===== config.mk =====
export PLATFORM = sky130hd
export DESIGN_NAME = gpio_ctrl_debounce
export DESIGN_NICKNAME = d
export VERILOG_FILES = /design/src/rtl/gpio_ctrl_debounce.sv
export SDC_FILE = /design/constraint.sdc
export NUM_CORES = 1
export LEC_CHECK = 0
export CAP_MARGIN = 5
export CORE_ASPECT_RATIO = 1.5
export CORE_MARGIN = 1.5
export CORE_UTILIZATION = 50
export CTS_CLUSTER_SIZE = 25
export DETAILED_ROUTE_END_ITERATION = 7
export GPL_TIMING_DRIVEN = 1
export HOLD_SLACK_MARGIN = 0.15
export PLACE_DENSITY = 0.68
export REMOVE_ABC_BUFFERS = 1
export SLEW_MARGIN = 20
export SYNTH_ARGS = -nofsm -noshare
export SYNTH_HDL_FRONTEND = slang
export SYNTH_SLANG_ARGS = --single-unit

===== constraint.sdc =====
create_clock -name clk -period 2.15 [get_ports clk]
set_input_delay 0.43 -clock clk [delete_from_list [all_inputs] [get_ports clk]]
set_output_delay 0.43 -clock clk [all_outputs]
set_load 0.01 [all_outputs]

===== src/rtl/gpio_ctrl_debounce.sv =====
// gpio_ctrl_debounce
//   Per-bank input glitch filter. A pin's filtered level only moves after the
//   synchronised input has disagreed with it on threshold+1 consecutive sample
//   ticks. Sample ticks come from one programmable prescaler shared by every
//   pin in the bank. Pins with their enable bit cleared bypass the filter and
//   become a plain one-cycle register stage.
//
//   Handshake: none. Inputs are sampled every clock and outputs are valid every
//   clock. gpio_filt_changed[i] is high for exactly the cycle in which
//   gpio_filt_data[i] shows its new value.
module gpio_ctrl_debounce #(
   parameter int WIDTH          = 32,
   parameter int CNT_WIDTH      = 8,
   parameter int PRESCALE_WIDTH = 16
) (
   input  logic                      clk,
   input  logic                      rst_n,
   input  logic [WIDTH-1:0]          gpio_in_data,
   input  logic [WIDTH-1:0]          debounce_enable,
   input  logic [PRESCALE_WIDTH-1:0] debounce_prescale,
   input  logic [CNT_WIDTH-1:0]      debounce_threshold,
   output logic [WIDTH-1:0]          gpio_filt_data,
   output logic [WIDTH-1:0]          gpio_filt_changed
);

   logic [PRESCALE_WIDTH-1:0] pcnt_q, pcnt_d;
   logic                      tick;

   logic [CNT_WIDTH-1:0]      cnt_q [WIDTH];
   logic [CNT_WIDTH-1:0]      cnt_d [WIDTH];
   logic [WIDTH-1:0]          filt_q, filt_d;
   logic [WIDTH-1:0]          chg_q,  chg_d;

   // Prescaler: the >= compare means lowering the prescale below the current
   // count produces a tick immediately instead of waiting for a wrap.
   always_comb begin
      tick   = (pcnt_q >= debounce_prescale);
      pcnt_d = tick ? '0 : pcnt_q + PRESCALE_WIDTH'(1);
   end

   // Per-pin stability counters and next filtered level.
   always_comb begin
      filt_d = filt_q;
      for (int i = 0; i < WIDTH; i++) begin
         cnt_d[i] = cnt_q[i];
         if (!debounce_enable[i]) begin
            // Bypass: follow the input one clock late, drop any partial count.
            filt_d[i] = gpio_in_data[i];
            cnt_d[i]  = '0;
         end else if (gpio_in_data[i] == filt_q[i]) begin
            // Input agrees with the filtered level: any run in progress is lost.
            cnt_d[i] = '0;
         end else if (tick) begin
            if (cnt_q[i] >= debounce_threshold) begin
               // Enough consecutive disagreeing ticks; also covers a threshold
               // lowered below a count already in flight.
               filt_d[i] = gpio_in_data[i];
               cnt_d[i]  = '0;
            end else if (cnt_q[i] != {CNT_WIDTH{1'b1}}) begin
               cnt_d[i] = cnt_q[i] + CNT_WIDTH'(1);
            end
         end
      end
      chg_d = filt_d ^ filt_q;
   end

   // State registers; reset discards all filter progress.
   always_ff @(posedge clk or negedge rst_n) begin
      if (!rst_n) begin
         pcnt_q <= '0;
         filt_q <= '0;
         chg_q  <= '0;
         for (int i = 0; i < WIDTH; i++) begin
            cnt_q[i] <= '0;
         end
      end else begin
         pcnt_q <= pcnt_d;
         filt_q <= filt_d;
         chg_q  <= chg_d;
         for (int i = 0; i < WIDTH; i++) begin
            cnt_q[i] <= cnt_d[i];
         end
      end
   end

   assign gpio_filt_data    = filt_q;
   assign gpio_filt_changed = chg_q;

endmodule


==> impl_metrics.toml, run 1 <==
[status]
status = "complete, but fails checks"
violations = "setup timing"

[timing]
max_slew_margin_pct = 56.8
rsz0062_at_grt = "true"
timing.hold.ws_ns = 0.397
hold_viol_final = 0
fin_worst_skew_ns = 0.0249
setup_ws_ns = -0.251
worst_pin_slew_ns = 0.642
timing.fmax_ghz = 0.417
final.min_clock_period_ns = 2.40
finalCritPeriodShare_pct = 112
finalSetupViolCount = 335
slew_violations = 0

[yosys]
yosysSeqAreaShare_pct = 34.6
synthArstFlopShare_pct = 100
synthCells = 2762
synth_edf_count = 0
synth_commonest_cells = "nand2_1, dfrtp_1, ha_1, a21oi_1, inv_1"
syn_area_per_cell_um2 = 8.80
yosys.area.top_type = "dfrtp_1"
synthTopCellsByArea = "dfrtp_1, ha_1, a21oi_1, nand2_1, o22ai_1"
synth_top_area_share_pct = 34.6
syn-cell-area_um2 = 24300
ys_warn_count = 0
synth_flop_cell = "dfrtp_1"
synth_most_common_cell = "nand2_1"
ys_ff_latch = 336
yosysUniqueCellTypes = 49

[critical_path]
r2r-end = "gpio_filt_data[16]$_DFF_PN0_"
startpoint_type = "flip-flop"
path_buf_inv = 3
cp.depth = 10
rrSetupSlack_ns = -0.25
cp.arrival_ns = 2.82
cp_cell_sequence = "inv_1, ha_1, nand2b_4, a2111oi_4, o31ai_4, a21boi_4, buf_4, buf_12, o21ai_2, mux2_4"
crit_path_end = "gpio_filt_data[16]$_DFF_PN0_"
crit_fanout = 16
cp.required_ns = 2.57
critical_path_class = "flip-flop to flip-flop"
startpoint = "pcnt_q[0]$_DFF_PN0_"
path_delay_family = "compound AO/OA/AOI/OAI gates"
critPathSlowestCell = "a2111oi_4"
reg2regPathDepth = 10
max_stage_delay_ns = 0.36
rr_startpoint = "pcnt_q[0]$_DFF_PN0_"
cp-end-kind = "flip-flop"

[finish]
drive_above_1_share_pct = 22.9
area_growth_pct = 33.7
postLayoutCoreUtil_pct = 67.9
layout.nets = 3620

[clock_tree]
htree_num_levels = 2
root_buffer = "clkbuf_16"
clkSinkCount = 336
cts_tree = "built"
cts_buffer_depth = 3
clock_latency_ns = 0.55
cts_made_buffers = 38
clkTransAtPathRegs_ns = 0.06

[power]
powerDensity_nw_per_um2 = 642
vdd_ir_drop_max_mv = 0.518
p_leak_nw = 14.8
total_power_mw = 20.9

[detailed_routing]
num_vias = 23494
antenna_left = 0
drt-wirelength-per-cell_um = 19.2
drc = 0
dr.first_iter.drc_count = 1298
drt_wl_total_mm = 74.0
viasPerCell = 6.10
firstDrtPassIters = 5

[grt]
grt_usage_pct = 28.5
grt.overflow.total = 0
grt_max_degree = 51
grt_pass1_vias = 23822
grt_pass1_wl_mm = 117
antenna_found_initial = 1

[die]
die_h_um = 273
fp.dieW_um = 183
placementRows = 98
start_util_pct = 50.8
fp.coreArea_um2 = 47800
io_pins = 154
dieArea_um2 = 50000

[place]
place_congestion = 0.891
dp_hpwl_mm = 49.9
dp_slack_ns = -0.855
io_buffers = 153

[run]
cap_viol_max_count = 0

[worst_hold_path]
holdCritPathClass = "input port to asynchronous set/reset pin"
-- through the flow --
step                setup TNS [ns]  cell area, um^2  std cells
detailed placement         -235.88            28700       3740
finish                      -42.84            32500       3849
CTS                         -36.37            31100       3825
floorplan                  -403.92            24100       2737
global placement           -233.26            28700       3740
global route                -70.26            32500       3849
-- how the worst min path moves through the flow --
stage / cells past startpoint / from / to
floorplan: 0 / rst_n / cnt_q[0]$_DFFE_PN0P_
global placement: 1 / rst_n / cnt_q[152]$_DFFE_PN0P_
detailed placement: 1 / rst_n / gpio_filt_changed[12]$_DFF_PN0_
CTS: 2 / rst_n / cnt_q[152]$_DFFE_PN0P_
global route: 2 / rst_n / cnt_q[152]$_DFFE_PN0P_
finish: 2 / rst_n / gpio_filt_changed[12]$_DFF_PN0_
-- layout by cell type, fill, tap and decap left out, types with 30 or more instances in the layout --
master	netlist	layout
buf_6	7	30
buf_12	0	34
o22ai_1	142	120
nand2b_1	44	43
o21ai_4	0	37
xor2_1	37	37
nand3_1	111	111
o21a_1	33	33
nor3_1	39	33
and2_1	119	115
ha_1	305	302
a21oi_2	0	45
nor2_1	104	97
dfrtp_1	336	336
buf_4	0	220
a21oi_1	279	231
nor3_2	31	36
clkdlybuf4s50_1	0	150
nand2_1	358	327
clkbuf_16	0	42
and3_1	122	122
a22oi_1	38	30
nand4_1	106	106
o21ai_0	62	48
inv_1	202	192
-- report_power, final --
part	total (mW)	switching [mW]	internal [mW]	leakage, nW
sequential	7.01	0.299	6.71	4.54
combinational	7.10	3.80	3.29	9.61
clock	6.76	2.81	3.95	0.617
-- area by class of cell --
class	count	area [um^2]
diodes	1	2.50
repair buffers	448	4440
well taps	600	751
flip-flops and latches	336	8410
multi-input cells	2199	16900
fillers	3684	15300
clock buffers	47	1060
inverters	202	761
clock inverters	16	189
-- sequential cells by signal, summed over array words and instances, names as in the netlist --
name / count
pcnt_q: 16
cnt_q: 256
gpio_filt_changed: 32
gpio_filt_data: 32
-- worst reg2reg max path: cells and delay by family, from the launching register on --
family / cells / cell delay (ns)
multiplexers: 1 / 0.29
adder cells (fa/ha/maj): 1 / 0.27
AO/OA/AOI/OAI: 4 / 0.84
flip-flops: 1 / 0.35
AND/OR/NAND/NOR: 1 / 0.15
buffers and inverters: 3 / 0.38
-- layer usage --
| metal | share of wire (%) | GRT usage [%] | up-vias |
|---|---|---|---|
| li1 | - | - | 11096 |
| met1 | 41 | 33.9 | 11486 |
| met2 | 51 | 51.5 | 698 |
| met3 | 4.6 | 3.18 | 214 |
| met4 | 4.0 | 12.0 | 0 |
| met5 | 0 | 0 | - |
-- timing repair --
action	4_1_cts	5_1_grt
endpoints found under the setup margin	335	336
buffers inserted	18	18
cloned	3	5
hold buffers	1	0
pin swaps	40	72
resized for setup	211	218
hold endpoints to repair	49	0
-- kinds of logic (layout without fill, tap and decap cells) --
kind of cell	count (synthesis)	after routing	synth area share, %
other cells	0	1	0
compound gates	772	772	20.4
xor+xnor	42	42	1.51
mux	32	32	1.93
flops	336	336	34.6
simple gates	1048	1048	22.0
buf+inv	227	713	3.75
fa+ha+maj	305	305	15.7
Note: power is estimated with default switching activity, not from simulation.
==> inputs of run 2 (changes only) <==
--- a/config.mk
+++ b/config.mk
@@ -8,12 +8,13 @@
 export CAP_MARGIN = 5
 export CORE_ASPECT_RATIO = 1.5
 export CORE_MARGIN = 1.5
-export CORE_UTILIZATION = 50
+export CORE_UTILIZATION = 55
+export CTS_BUF_LIST = sky130_fd_sc_hd__clkbuf_8
 export CTS_CLUSTER_SIZE = 25
 export DETAILED_ROUTE_END_ITERATION = 7
 export GPL_TIMING_DRIVEN = 1
 export HOLD_SLACK_MARGIN = 0.15
-export PLACE_DENSITY = 0.68
+export PLACE_DENSITY = 0.74
 export REMOVE_ABC_BUFFERS = 1
 export SLEW_MARGIN = 20
 export SYNTH_ARGS = -nofsm -noshare
==> impl_metrics.toml, run 2 (synthesis gave the netlist of run 1 again) <==
[status]
status = "complete, but fails checks"
violations = "setup timing"

[detailed_routing]
num_vias = 24400
viasPerCell = 6.24
firstDrtPassIters = 6
antenna_left = 0
dr.first_iter.drc_count = 1565
drt_wl_total_mm = 77.9
drc = 0
drt-wirelength-per-cell_um = 19.9

[clock_tree]
cts_made_buffers = 56
clkTransAtPathRegs_ns = 0.07
root_buffer = "clkbuf_8"
cts_buffer_depth = 3
htree_num_levels = 2
cts_tree = "built"
clock_latency_ns = 0.66
clkSinkCount = 336

[power]
vdd_ir_drop_max_mv = 0.454
p_leak_nw = 15.1
powerDensity_nw_per_um2 = 615

[critical_path]
cp_cell_sequence = "inv_1, ha_1, nand2b_4, a2111oi_4, o31ai_4, buf_6, clkbuf_16, a21boi_4, a21oi_1, o22ai_1"
critical_path_class = "flip-flop to flip-flop"
cp.arrival_ns = 3.00
cp.required_ns = 2.71
startpoint = "pcnt_q[0]$_DFF_PN0_"
startpoint_type = "flip-flop"
rr_startpoint = "pcnt_q[0]$_DFF_PN0_"
critPathSlowestCell = "a2111oi_4"
path_delay_family = "compound AO/OA/AOI/OAI gates"
crit_fanout = 6
max_stage_delay_ns = 0.46
cp-end-kind = "flip-flop"
path_buf_inv = 3

[finish]
final_cell_mix = "dfrtp_1, nand2_1, ha_1"
largest_reg_flops = 256
top_register = "cnt_q"
fillerInstances = 2848
area_growth_pct = 36.6
register_area_um2 = 8410
drive_above_1_share_pct = 27.3
layout.nets = 3687
final_common_cell = "dfrtp_1"
final_area_um2 = 33200
multiInputGateArea_um2 = 17300

[timing]
slew_violations = 0
setup_ws_ns = -0.290
fin_worst_skew_ns = 0.0223
max_slew_margin_pct = 58.1
fin_setup_tns_ns = -58.15
finalSetupViolCount = 334
timing.fmax_ghz = 0.410
hold_viol_final = 0
final.min_clock_period_ns = 2.44
rsz0062_at_grt = "true"
finalCritPeriodShare_pct = 114
worst_pin_slew_ns = 0.625

[die]
fp.coreArea_um2 = 43800
dieArea_um2 = 45500
die_h_um = 260
fp.dieW_um = 175
start_util_pct = 55.5
io_pins = 154
placementRows = 94

[grt]
met1_usage_pct = 34.9
grt_pass1_wl_mm = 118
grtUsageMet3_pct = 3.74
antenna_found_initial = 1
grt_usage_pct = 31.6
grt_max_degree = 59
grt.overflow.total = 0
grt_pass1_vias = 24620
grtUsageMet2_pct = 58.4
busiest_layer = "met2"

[place]
dp_hpwl_mm = 51.8
io_buffers = 153
place_area_um2 = 29100
place_congestion = 0.885

[worst_hold_path]
holdCritPathClass = "input port to asynchronous set/reset pin"

[run]
cap_viol_max_count = 0
## run 2: worst paths after layout
kind | depth (start not counted) | end | slack, ns
max | 10 | cnt_q[115]$_DFFE_PN0P_ | -0.29
min | 2 | gpio_filt_changed[12]$_DFF_PN0_ | 0.30
max reg2reg | 10 | cnt_q[115]$_DFFE_PN0P_ | -0.29
min reg2reg | 1 | gpio_filt_data[0]$_DFF_PN0_ | 0.55
max in group asynchronous | 3 | gpio_filt_data[10]$_DFF_PN0_ | 1.12
min in group clk | 2 | gpio_filt_data[21]$_DFF_PN0_ | 0.44
## run 2: worst register-to-register path: stages (launching register included)
cell       delay (ns)
dfrtp_1          0.35
inv_1            0.04
ha_1             0.26
nand2b_4         0.15
a2111oi_4        0.46
o31ai_4          0.14
buf_6            0.19
clkbuf_16        0.20
a21boi_4         0.31
a21oi_1          0.08
o22ai_1          0.16
## run 2: area by class of cell
class                   count  share of cell area [%]
clock inverters            28                   0.366
multi-input cells        2199                    52.0
inverters                 202                    2.30
well taps                 576                    2.17
clock buffers              73                    3.03
diodes                      1                 0.00754
repair buffers            497                    14.8
flip-flops and latches    336                    25.3
## run 2: through the flow
step	util [%]	setup WS [ns]	std cells	hold slack [ns]	total power [mW]
2_1_floorplan	-	-1.87	2737	0.134	9.79
5_1_grt	75.9	-0.470	3912	0.344	21.3
3_5_place_dp	66.6	-0.945	3773	0.407	12.6
6_report	75.9	-0.290	3912	0.297	20.4
3_3_place_gp	66.6	-0.874	3773	0.397	12.3
4_1_cts	71.8	-0.273	3891	0.314	19.2
## run 2: per-layer routing
layer  wire, um  up-vias
li1           -    11257
met1      28800    11873
met2      40200      939
met3       4350      331
met4       4540        0
met5          0        -
## run 2: where the power goes
group          leakage, nW  internal (mW)  switching, mW
Clock                0.665           3.02           2.85
Sequential            4.54           6.71          0.295
Combinational         9.90           3.51           4.02
## run 2: timing repair
| item | in CTS | in global routing |
|---|---|---|
| hold buffers | 1 | 0 |
| gates resized for setup | 202 | 353 |
| setup endpoints to repair | 336 | 336 |
| setup buffers | 15 | 21 |
| hold endpoints to repair | 126 | 0 |
| cloned | 3 | 2 |
| pin swaps | 48 | 144 |
